==> config.mk <==
export PLATFORM = sky130hd
export DESIGN_NAME = lacc_fmap_responder
export DESIGN_NICKNAME = d
export VERILOG_FILES = /design/src/rtl/lacc_fmap_responder.sv
export SDC_FILE = /design/constraint.sdc
export NUM_CORES = 1
export LEC_CHECK = 0
export ABC_CLOCK_PERIOD_IN_PS = 7450
export CAP_MARGIN = 20
export CELL_PAD_IN_SITES_DETAIL_PLACEMENT = 1
export CELL_PAD_IN_SITES_GLOBAL_PLACEMENT = 1
export CORE_MARGIN = 10
export CORE_UTILIZATION = 25
export DETAILED_ROUTE_END_ITERATION = 7
export PLACE_DENSITY = 0.59
export SLEW_MARGIN = 20
export SYNTH_ARGS = -nofsm -noshare
export SYNTH_HDL_FRONTEND = slang
export SYNTH_SLANG_ARGS = --single-unit
==> constraint.sdc <==
create_clock -name clk -period 7.45 [get_ports clk]
set_clock_uncertainty 0.2 [all_clocks]
set_input_delay 1.49 -clock clk [delete_from_list [all_inputs] [get_ports clk]]
set_output_delay 1.49 -clock clk [all_outputs]
set_load 0.01 [all_outputs]
==> src/rtl/lacc_fmap_responder.sv <==
// Responder end of the lacc data channel: walks a raster grid, reads feature-map words and returns them in request order.
// Define LACC_PAD_EN to honour cfg_pad (zero border pixels answered without a memory access).
module lacc_fmap_responder #(
   parameter int ADDR_W      = 32,
   parameter int DIM_W       = 8,
   parameter int OUTSTANDING = 4
) (
   input  logic              clk,
   input  logic              rst,
   input  logic              start,
   input  logic [ADDR_W-1:0] cfg_base,
   input  logic [ADDR_W-1:0] cfg_stride,
   input  logic [DIM_W-1:0]  cfg_width_m1,
   input  logic [DIM_W-1:0]  cfg_height_m1,
   input  logic [1:0]        cfg_pad,
   output logic              busy,
   output logic              done,
   input  logic              lacc_data_valid,
   output logic              lacc_data_ready,
   output logic              lacc_drsp_valid,
   output logic [31:0]       lacc_drsp_rdata,
   output logic              mem_req,
   output logic [ADDR_W-1:0] mem_addr,
   input  logic              mem_gnt,
   input  logic              mem_rvalid,
   input  logic [31:0]       mem_rdata
);

   localparam int CW = $clog2(OUTSTANDING + 1);
   localparam int PW = $clog2(OUTSTANDING);
   localparam int GW = DIM_W + 2;

   localparam logic [1:0] S_IDLE  = 2'd0;
   localparam logic [1:0] S_RUN   = 2'd1;
   localparam logic [1:0] S_DRAIN = 2'd2;

   logic [1:0]        state;
   logic [ADDR_W-1:0] stride_q, row_base, col_off, col_start, start_col, start_row_off, addr_sum;
   logic [DIM_W-1:0]  width_m1_q, height_m1_q;
   logic [GW-1:0]     x, y, wl_m1, hl_m1;
   logic [CW-1:0]     inflight;
   logic [1:0]        pad, start_pad;
   logic              run, credit, is_pad, accept, last;

   logic [31:0]       ret_mem [OUTSTANDING];
   logic [PW-1:0]     ret_rd, ret_wr;
   logic [CW-1:0]     ret_cnt;
   logic              rvalid_in, ret_empty, ret_avail, ret_push, ret_pop;
   logic [31:0]       ret_head;
   logic              head_pad, fire;

`ifdef LACC_PAD_EN
   logic [1:0]        pad_q;
   logic              tag_mem [OUTSTANDING];
   logic [PW-1:0]     tag_rd, tag_wr;
   logic [CW-1:0]     tag_cnt;
   logic              tag_empty, tag_push, tag_pop, head_valid;

   assign pad           = pad_q;
   assign start_pad     = cfg_pad;
   assign wl_m1         = GW'(width_m1_q) + GW'({pad, 1'b0});
   assign hl_m1         = GW'(height_m1_q) + GW'({pad, 1'b0});
   assign is_pad        = (x < GW'(pad)) || (x > GW'(width_m1_q) + GW'(pad)) ||
                          (y < GW'(pad)) || (y > GW'(height_m1_q) + GW'(pad));
   assign start_row_off = (cfg_pad[0] ? cfg_stride : '0) +
                          (cfg_pad[1] ? {cfg_stride[ADDR_W-2:0], 1'b0} : '0);

   // An empty tag FIFO is bypassed so a pad pixel answers in the cycle after its accept.
   assign tag_empty  = (tag_cnt == '0);
   assign head_valid = !tag_empty || accept;
   assign head_pad   = tag_empty ? is_pad : tag_mem[tag_rd];
   assign fire       = head_valid && (head_pad || ret_avail);
   assign tag_push   = accept && !(fire && tag_empty);
   assign tag_pop    = fire && !tag_empty;

   always_ff @(posedge clk) begin
      if (rst)
         pad_q <= 2'b00;
      else if (state == S_IDLE && start)
         pad_q <= cfg_pad;
   end

   always_ff @(posedge clk) begin
      if (tag_push)
         tag_mem[tag_wr] <= is_pad;
   end

   always_ff @(posedge clk) begin
      if (rst) begin
         tag_rd  <= '0;
         tag_wr  <= '0;
         tag_cnt <= '0;
      end else begin
         if (tag_push)
            tag_wr <= tag_wr + PW'(1);
         if (tag_pop)
            tag_rd <= tag_rd + PW'(1);
         if (tag_push && !tag_pop)
            tag_cnt <= tag_cnt + CW'(1);
         else if (tag_pop && !tag_push)
            tag_cnt <= tag_cnt - CW'(1);
      end
   end
`else
   logic unused_pad;

   assign unused_pad    = ^cfg_pad;
   assign pad           = 2'b00;
   assign start_pad     = 2'b00;
   assign wl_m1         = GW'(width_m1_q);
   assign hl_m1         = GW'(height_m1_q);
   assign is_pad        = 1'b0;
   assign start_row_off = '0;
   assign head_pad      = 1'b0;
   assign fire          = ret_avail;
`endif

   assign run             = (state == S_RUN);
   assign busy            = (state != S_IDLE);
   assign credit          = (inflight < CW'(OUTSTANDING));
   assign lacc_data_ready = run && credit && (is_pad || mem_gnt);
   assign mem_req         = run && credit && lacc_data_valid && !is_pad;
   assign accept          = lacc_data_valid && lacc_data_ready;
   assign last            = (x == wl_m1) && (y == hl_m1);
   assign col_start       = ADDR_W'(0) - ADDR_W'({pad, 2'b00});
   assign start_col       = ADDR_W'(0) - ADDR_W'({start_pad, 2'b00});
   assign addr_sum        = row_base + col_off;
   assign mem_addr        = {addr_sum[ADDR_W-1:2], 2'b00};

   // An empty return FIFO is bypassed so read data can answer in the cycle after mem_rvalid.
   assign rvalid_in = mem_rvalid && (state != S_IDLE);
   assign ret_empty = (ret_cnt == '0);
   assign ret_avail = !ret_empty || rvalid_in;
   assign ret_head  = ret_empty ? mem_rdata : ret_mem[ret_rd];
   assign ret_pop   = fire && !head_pad && !ret_empty;
   assign ret_push  = rvalid_in && !(fire && !head_pad && ret_empty);

   // Frame control: the cursor and the address accumulators only move on an accepted request.
   always_ff @(posedge clk) begin
      if (rst) begin
         state       <= S_IDLE;
         done        <= 1'b0;
         x           <= '0;
         y           <= '0;
         row_base    <= '0;
         col_off     <= '0;
         stride_q    <= '0;
         width_m1_q  <= '0;
         height_m1_q <= '0;
      end else begin
         done <= 1'b0;
         case (state)
            S_IDLE: begin
               if (start) begin
                  stride_q    <= cfg_stride;
                  width_m1_q  <= cfg_width_m1;
                  height_m1_q <= cfg_height_m1;
                  row_base    <= cfg_base - start_row_off;
                  col_off     <= start_col;
                  x           <= '0;
                  y           <= '0;
                  state       <= S_RUN;
               end
            end
            S_RUN: begin
               if (accept) begin
                  if (last) begin
                     state <= S_DRAIN;
                  end else if (x == wl_m1) begin
                     x        <= '0;
                     y        <= y + GW'(1);
                     row_base <= row_base + stride_q;
                     col_off  <= col_start;
                  end else begin
                     x       <= x + GW'(1);
                     col_off <= col_off + ADDR_W'(4);
                  end
               end
            end
            S_DRAIN: begin
               if (inflight == '0) begin
                  state <= S_IDLE;
                  done  <= 1'b1;
               end
            end
            default: state <= S_IDLE;
         endcase
      end
   end

   always_ff @(posedge clk) begin
      if (rst)
         inflight <= '0;
      else if (accept && !fire)
         inflight <= inflight + CW'(1);
      else if (fire && !accept)
         inflight <= inflight - CW'(1);
   end

   always_ff @(posedge clk) begin
      if (ret_push)
         ret_mem[ret_wr] <= mem_rdata;
   end

   always_ff @(posedge clk) begin
      if (rst) begin
         ret_rd  <= '0;
         ret_wr  <= '0;
         ret_cnt <= '0;
      end else begin
         if (ret_push)
            ret_wr <= ret_wr + PW'(1);
         if (ret_pop)
            ret_rd <= ret_rd + PW'(1);
         if (ret_push && !ret_pop)
            ret_cnt <= ret_cnt + CW'(1);
         else if (ret_pop && !ret_push)
            ret_cnt <= ret_cnt - CW'(1);
      end
   end

   always_ff @(posedge clk) begin
      if (rst) begin
         lacc_drsp_valid <= 1'b0;
         lacc_drsp_rdata <= '0;
      end else begin
         lacc_drsp_valid <= fire;
         if (fire)
            lacc_drsp_rdata <= head_pad ? 32'h0 : ret_head;
      end
   end

endmodule

Yosys cells after proc, flatten, opt, wreduce, memory -nomap -nowiden:

Memory sizes are Yosys's and may differ from the RTL's. A register that Yosys moved wholly into a read port is not among the register bits.
Index checks and enable logic that the tools add are counted.

* magnitude comparators: 1
* equality and inequality tests: 10
* bitwise operators: 1
* mux-type cells: 34
* add/sub/neg operators: 11
* reduce and logical (&&, ||, !) cells: 32

Operators with widths (count)
* $mux 32: 9
* $pmux 32 s2: 2
* $mux 10: 7
* $add 32x32->32: 2
* $pmux 10 s2: 2
* $add 32x3->32 const B: 1
* $add 10x1->10 const B: 2
* $eq 10x8->1: 2
* $logic_and 1x1->1: 13
* $mux 2: 6
* $mux 3: 4
* $reduce_and 4->1: 2
* $reduce_bool 2->1: 4
* $add 3x1->3 const B: 2
* $logic_not 1->1: 6
* $logic_not 3->1: 2
* $ne 2x1->1 const B: 3
* $ne 2x2->1 const B: 3
* $pmux 2 s3: 1
* $sub 3x1->3 const B: 2
* $reduce_and 5->1: 1
* $add 2x1->2 const B: 2
* $lt 3x3->1 const B: 1
* $mux 1: 3
* other kinds (7): 7

* memory bits (writable): 128
* word-level logic and storage cells: 105
* flip-flop bits (word level): 178
* output and inout port bits: 69
* memories: 1
* bits of input ports: 120

Memories
* ret_mem: words 4, bits a word 32, rd ports 1, clocked after memory_dff 1, wr ports 1, line 45 `logic [31:0] ret_mem [OUTSTANDING];`

Depth between registers and ports, before layout:

* depth in word-level cells: 10
* gate-level depth with buffers: 13
* depth with buffers taken out: 11

Least setup slack after synthesis:

Ideal clock, no wire load.

* kind: register -> output
* start point: register col_off[5]
* end point: output mem_addr[30]
* cell stages (with the launch flop): 11
* arrival: 2.726 ns
* setup slack: 3.034 ns
* buffers on the path: 0
* data required time: 5.760 ns
* cells stage by stage: dfxtp_1 -> ha_1 -> a21o_1 -> a21oi_2 -> a21boi_2 -> a311o_1 -> a221oi_4 -> o211ai_2 -> a31o_4 -> a311o_1 -> a21oi_1

* cells in the longest elaborated chain, start to end: 1

RTL lines
* start: declaration: line 38 `logic [ADDR_W-1:0] stride_q, row_base, col_off, col_start, start_col, start_row_off, addr_sum;`
* start signal: assignment: line 159 `col_off <= start_col;`
* start signal: assignment: line 173 `col_off <= col_start;`
* start signal: assignment: line 176 `col_off <= col_off + ADDR_W'(4);`
* $add 32x32->32: line 127 `assign addr_sum = row_base + col_off;`
* end: declaration: line 23 `output logic [ADDR_W-1:0] mem_addr,`

No other way between the ends.

Worst setup path in the final report:

Same ends and word-level chain as after synthesis.

==> flow_metrics.env <==
export IMPL_portBuffers=184
export IMPL_dieArea_sq_um=70000
export IMPL_cts_root_buf="clkbuf_16"
export IMPL_drc=0
export IMPL_clk_latency_ns=0.55
export IMPL_cp_end_kind="output port"
export IMPL_fmax_ghz=0.174
export IMPL_cts_tree="done"
export IMPL_via_per_inst=4.82
export IMPL_slew_viol_final=0
export IMPL_cts_setup_buffers=0
export IMPL_hold_viol=0
export IMPL_relSlewSlack_pct=39.9
export IMPL_yosysSeqAreaShare_pct=49.5
export IMPL_yosysWarnings=0
export IMPL_drv_cap=0
export IMPL_drive_above_1_share_pct=7.74
export IMPL_synth_ff_type="dfxtp_1"
export IMPL_utilization_pct=31.9
export IMPL_gr_total_overflow=0
export IMPL_ir_worst_vdd_uv=198
export IMPL_final_common_cell="nand2_1"
export IMPL_routed_wl_mm=46.5
export IMPL_yosysUniqueCellTypes=72
export IMPL_fin_setup_tns_ns=0
export IMPL_boundaryPins=189
export IMPL_ctsHoldBuffers=0
export IMPL_p_total_mw=5.26
export IMPL_synthToLayoutAreaGrowth_pct=26.1
export IMPL_die_y_um=265
export IMPL_tightest_slew_ns=0.901
export IMPL_design_core_area_sq_um=59100
export IMPL_synth_area_sq_um=15000
export IMPL_p_int_mw=3.65
export IMPL_pwr_share_seq_pct=38.4
export IMPL_holdCritPathClass="reg2reg"
export IMPL_grt_pass1_vias=12800
export IMPL_std_cell_rows=89
export IMPL_finalSetupViolCount=0
export IMPL_critPathKind="reg2out"
export IMPL_p_leak_nw=6.92
export IMPL_syn_inst=1494
export IMPL_grt_max_degree=69
export IMPL_ys_ff_latch=306
export IMPL_ant_nets=0
export IMPL_fin_crit_sh_pct=77.0
export IMPL_synth_async_sr_flop_share_pct=0
export IMPL_clockPowerShare_pct=35.2
export IMPL_fill_cells=6633
export IMPL_cts_buffers=39
export IMPL_switchingPower_mw=1.61
export IMPL_holdWs_ns=0.263
export IMPL_nets=1844
export IMPL_required_ns=5.76
export IMPL_crit_arrival_ns=4.05
export IMPL_min_period_ns=5.74
export IMPL_grt_total_usage_pct=13.1
export IMPL_synth_edf_count=128
export IMPL_finalWeightedCongestion=0.825
export IMPL_dp_hpwl_mm=32.0
export IMPL_pwr_share_comb_pct=26.3
export IMPL_cts_sinks=306
export IMPL_drt_pre_antenna_iters=5
export IMPL_critPathLaunchType="flip-flop"
export IMPL_placed_cells=2384
export IMPL_die_x_um=265
export IMPL_clockBufferDepth=3
export IMPL_post_cts_resized=0
export IMPL_start_util_pct=25.3
export IMPL_status="complete, no violations"
export IMPL_path_clk_slew_ns=0.05
export IMPL_antenna_found_initial=5
export IMPL_cts_max_level=2
export IMPL_vias=11800
export IMPL_avgSynthCellArea_sq_um=10.0
export IMPL_p_per_area_nw_per_um2=279
export IMPL_crit_fanout=6
export IMPL_mostFrequentLayoutCells="nand2_1 (257), clkdlybuf4s50_1 (183), dfxtp_1 (177)"
export IMPL_p_sw_share_pct=30.7
export IMPL_grt_pass1_wl_mm=73.5
export IMPL_fin_cells=2454
export IMPL_rsz0062_at_grt="false"
export IMPL_wire_per_inst_um=18.9
export IMPL_drt_iter0_markers=506
state kept, by name, indices dropped and copies added (netlist names), 10 cells and up, named ones only:
name / flops
stride_q: 32
y: 10
x: 10
row_base: 32
col_off: 30
lacc_drsp_rdata: 32
ret_mem: 128
worst paths after layout:
| kind | from | endpoint | slack (ns) | cells after the start |
|---|---|---|---|---|
| hold reg to reg | stride_q[7] | stride_q[7] | 0.26 | 2 |
| hold / removal | stride_q[7] | stride_q[7] | 0.26 | 2 |
| setup reg to reg | state[1] | col_off[18] | 3.50 | 10 |
| setup / recovery | col_off[5] | mem_addr[30] | 1.71 | 11 |
synth_stat cells (all sizes together), types with 4 or more instances:
library cell / number / share of area [%]
a211oi: 16 / 0.80
a21o: 22 / 1.1
a21oi: 124 / 4.2
a311oi: 50 / 3.0
a31oi: 12 / 0.54
and2: 4 / 0.17
and3: 28 / 1.2
buf: 20 / 0.62
clkbuf: 66 / 1.7
dfxtp: 178 / 24
edfxtp: 128 / 26
ha: 70 / 5.9
inv: 15 / 0.38
mux2i: 7 / 0.47
mux4: 32 / 4.8
nand2: 258 / 6.5
nand2b: 9 / 0.38
nand3: 17 / 0.57
nand4: 17 / 0.71
nor2: 148 / 3.7
nor2b: 12 / 0.50
nor3: 22 / 0.74
nor3b: 4 / 0.20
o211ai: 9 / 0.49
o21a: 10 / 0.50
o21ai: 47 / 1.6
o21bai: 4 / 0.20
or3: 20 / 0.84
xnor2: 52 / 3.0
xor2: 44 / 2.6
metrics by stage:
step / setup slack [ns] / cell area [sq um]
CTS: 1.65 / 18900
detailed placement: 2.24 / 17600
finish: 1.71 / 18900
global route: 1.47 / 18900
floorplan: 3.03 / 15000
global placement: 2.25 / 17600
worst max-delay path: stages, from the launching register on:
cell,delay [ns]
dfxtp_1,0.41
ha_1,0.31
a21o_1,0.19
a21oi_2,0.18
a21boi_2,0.12
a311o_1,0.42
a221oi_4,0.44
o211ai_2,0.16
a31o_4,0.28
a311o_1,0.32
a21oi_1,0.13
clkdlybuf4s50_1,0.56
area by class of cell:
| cell class | instances | area (sq um) | share of cell area [%] |
|---|---|---|---|
| antenna | 1 | 2.50 | 0.0133 |
| clock buffer | 48 | 1060 | 5.63 |
| clock inverter | 21 | 199 | 1.06 |
| inverter | 15 | 56.3 | 0.299 |
| multi-input combinational | 1088 | 7190 | 38.1 |
| sequential | 306 | 7410 | 39.3 |
| tap | 773 | 967 | 5.13 |
| timing repair buffer | 202 | 1970 | 10.5 |
layer usage:
| layer | global-route usage [%] | wire [um] | vias up |
|---|---|---|---|
| met2 | 22.4 | 22100 | 227 |
| met1 | 16.3 | 20900 | 5809 |
| met5 | 0 | 57 | - |
| met4 | 3.40 | 907 | 8 |
| li1 | - | - | 5729 |
| met3 | 3.10 | 2560 | 63 |
logic make-up (layout without fill, tap and decap cells):
kind of cell / Yosys count / in the layout / share of synthesized area [%]
AOI/OAI and AO/OA: 325 / 325 / 14.5
muxes: 40 / 40 / 5.36
other: 1 / 3 / 0.0251
and+or+nand+nor: 553 / 553 / 16.2
DFF: 306 / 306 / 49.5
xor gates and xnor gates: 96 / 96 / 5.62
adders and majority gates: 72 / 72 / 6.12
buffers and inverters: 101 / 286 / 2.65
power groups by stage:
stage	clock network, mW	logic, mW	registers (mW)
2_1_floorplan	0	0.836	2.05
3_3_place_gp	0	1.38	2.05
3_5_place_dp	0	1.41	2.05
4_1_cts	1.92	1.42	2.02
5_1_grt	1.98	1.54	2.04
6_report	1.85	1.39	2.02
(Power assumes the default switching activity.)
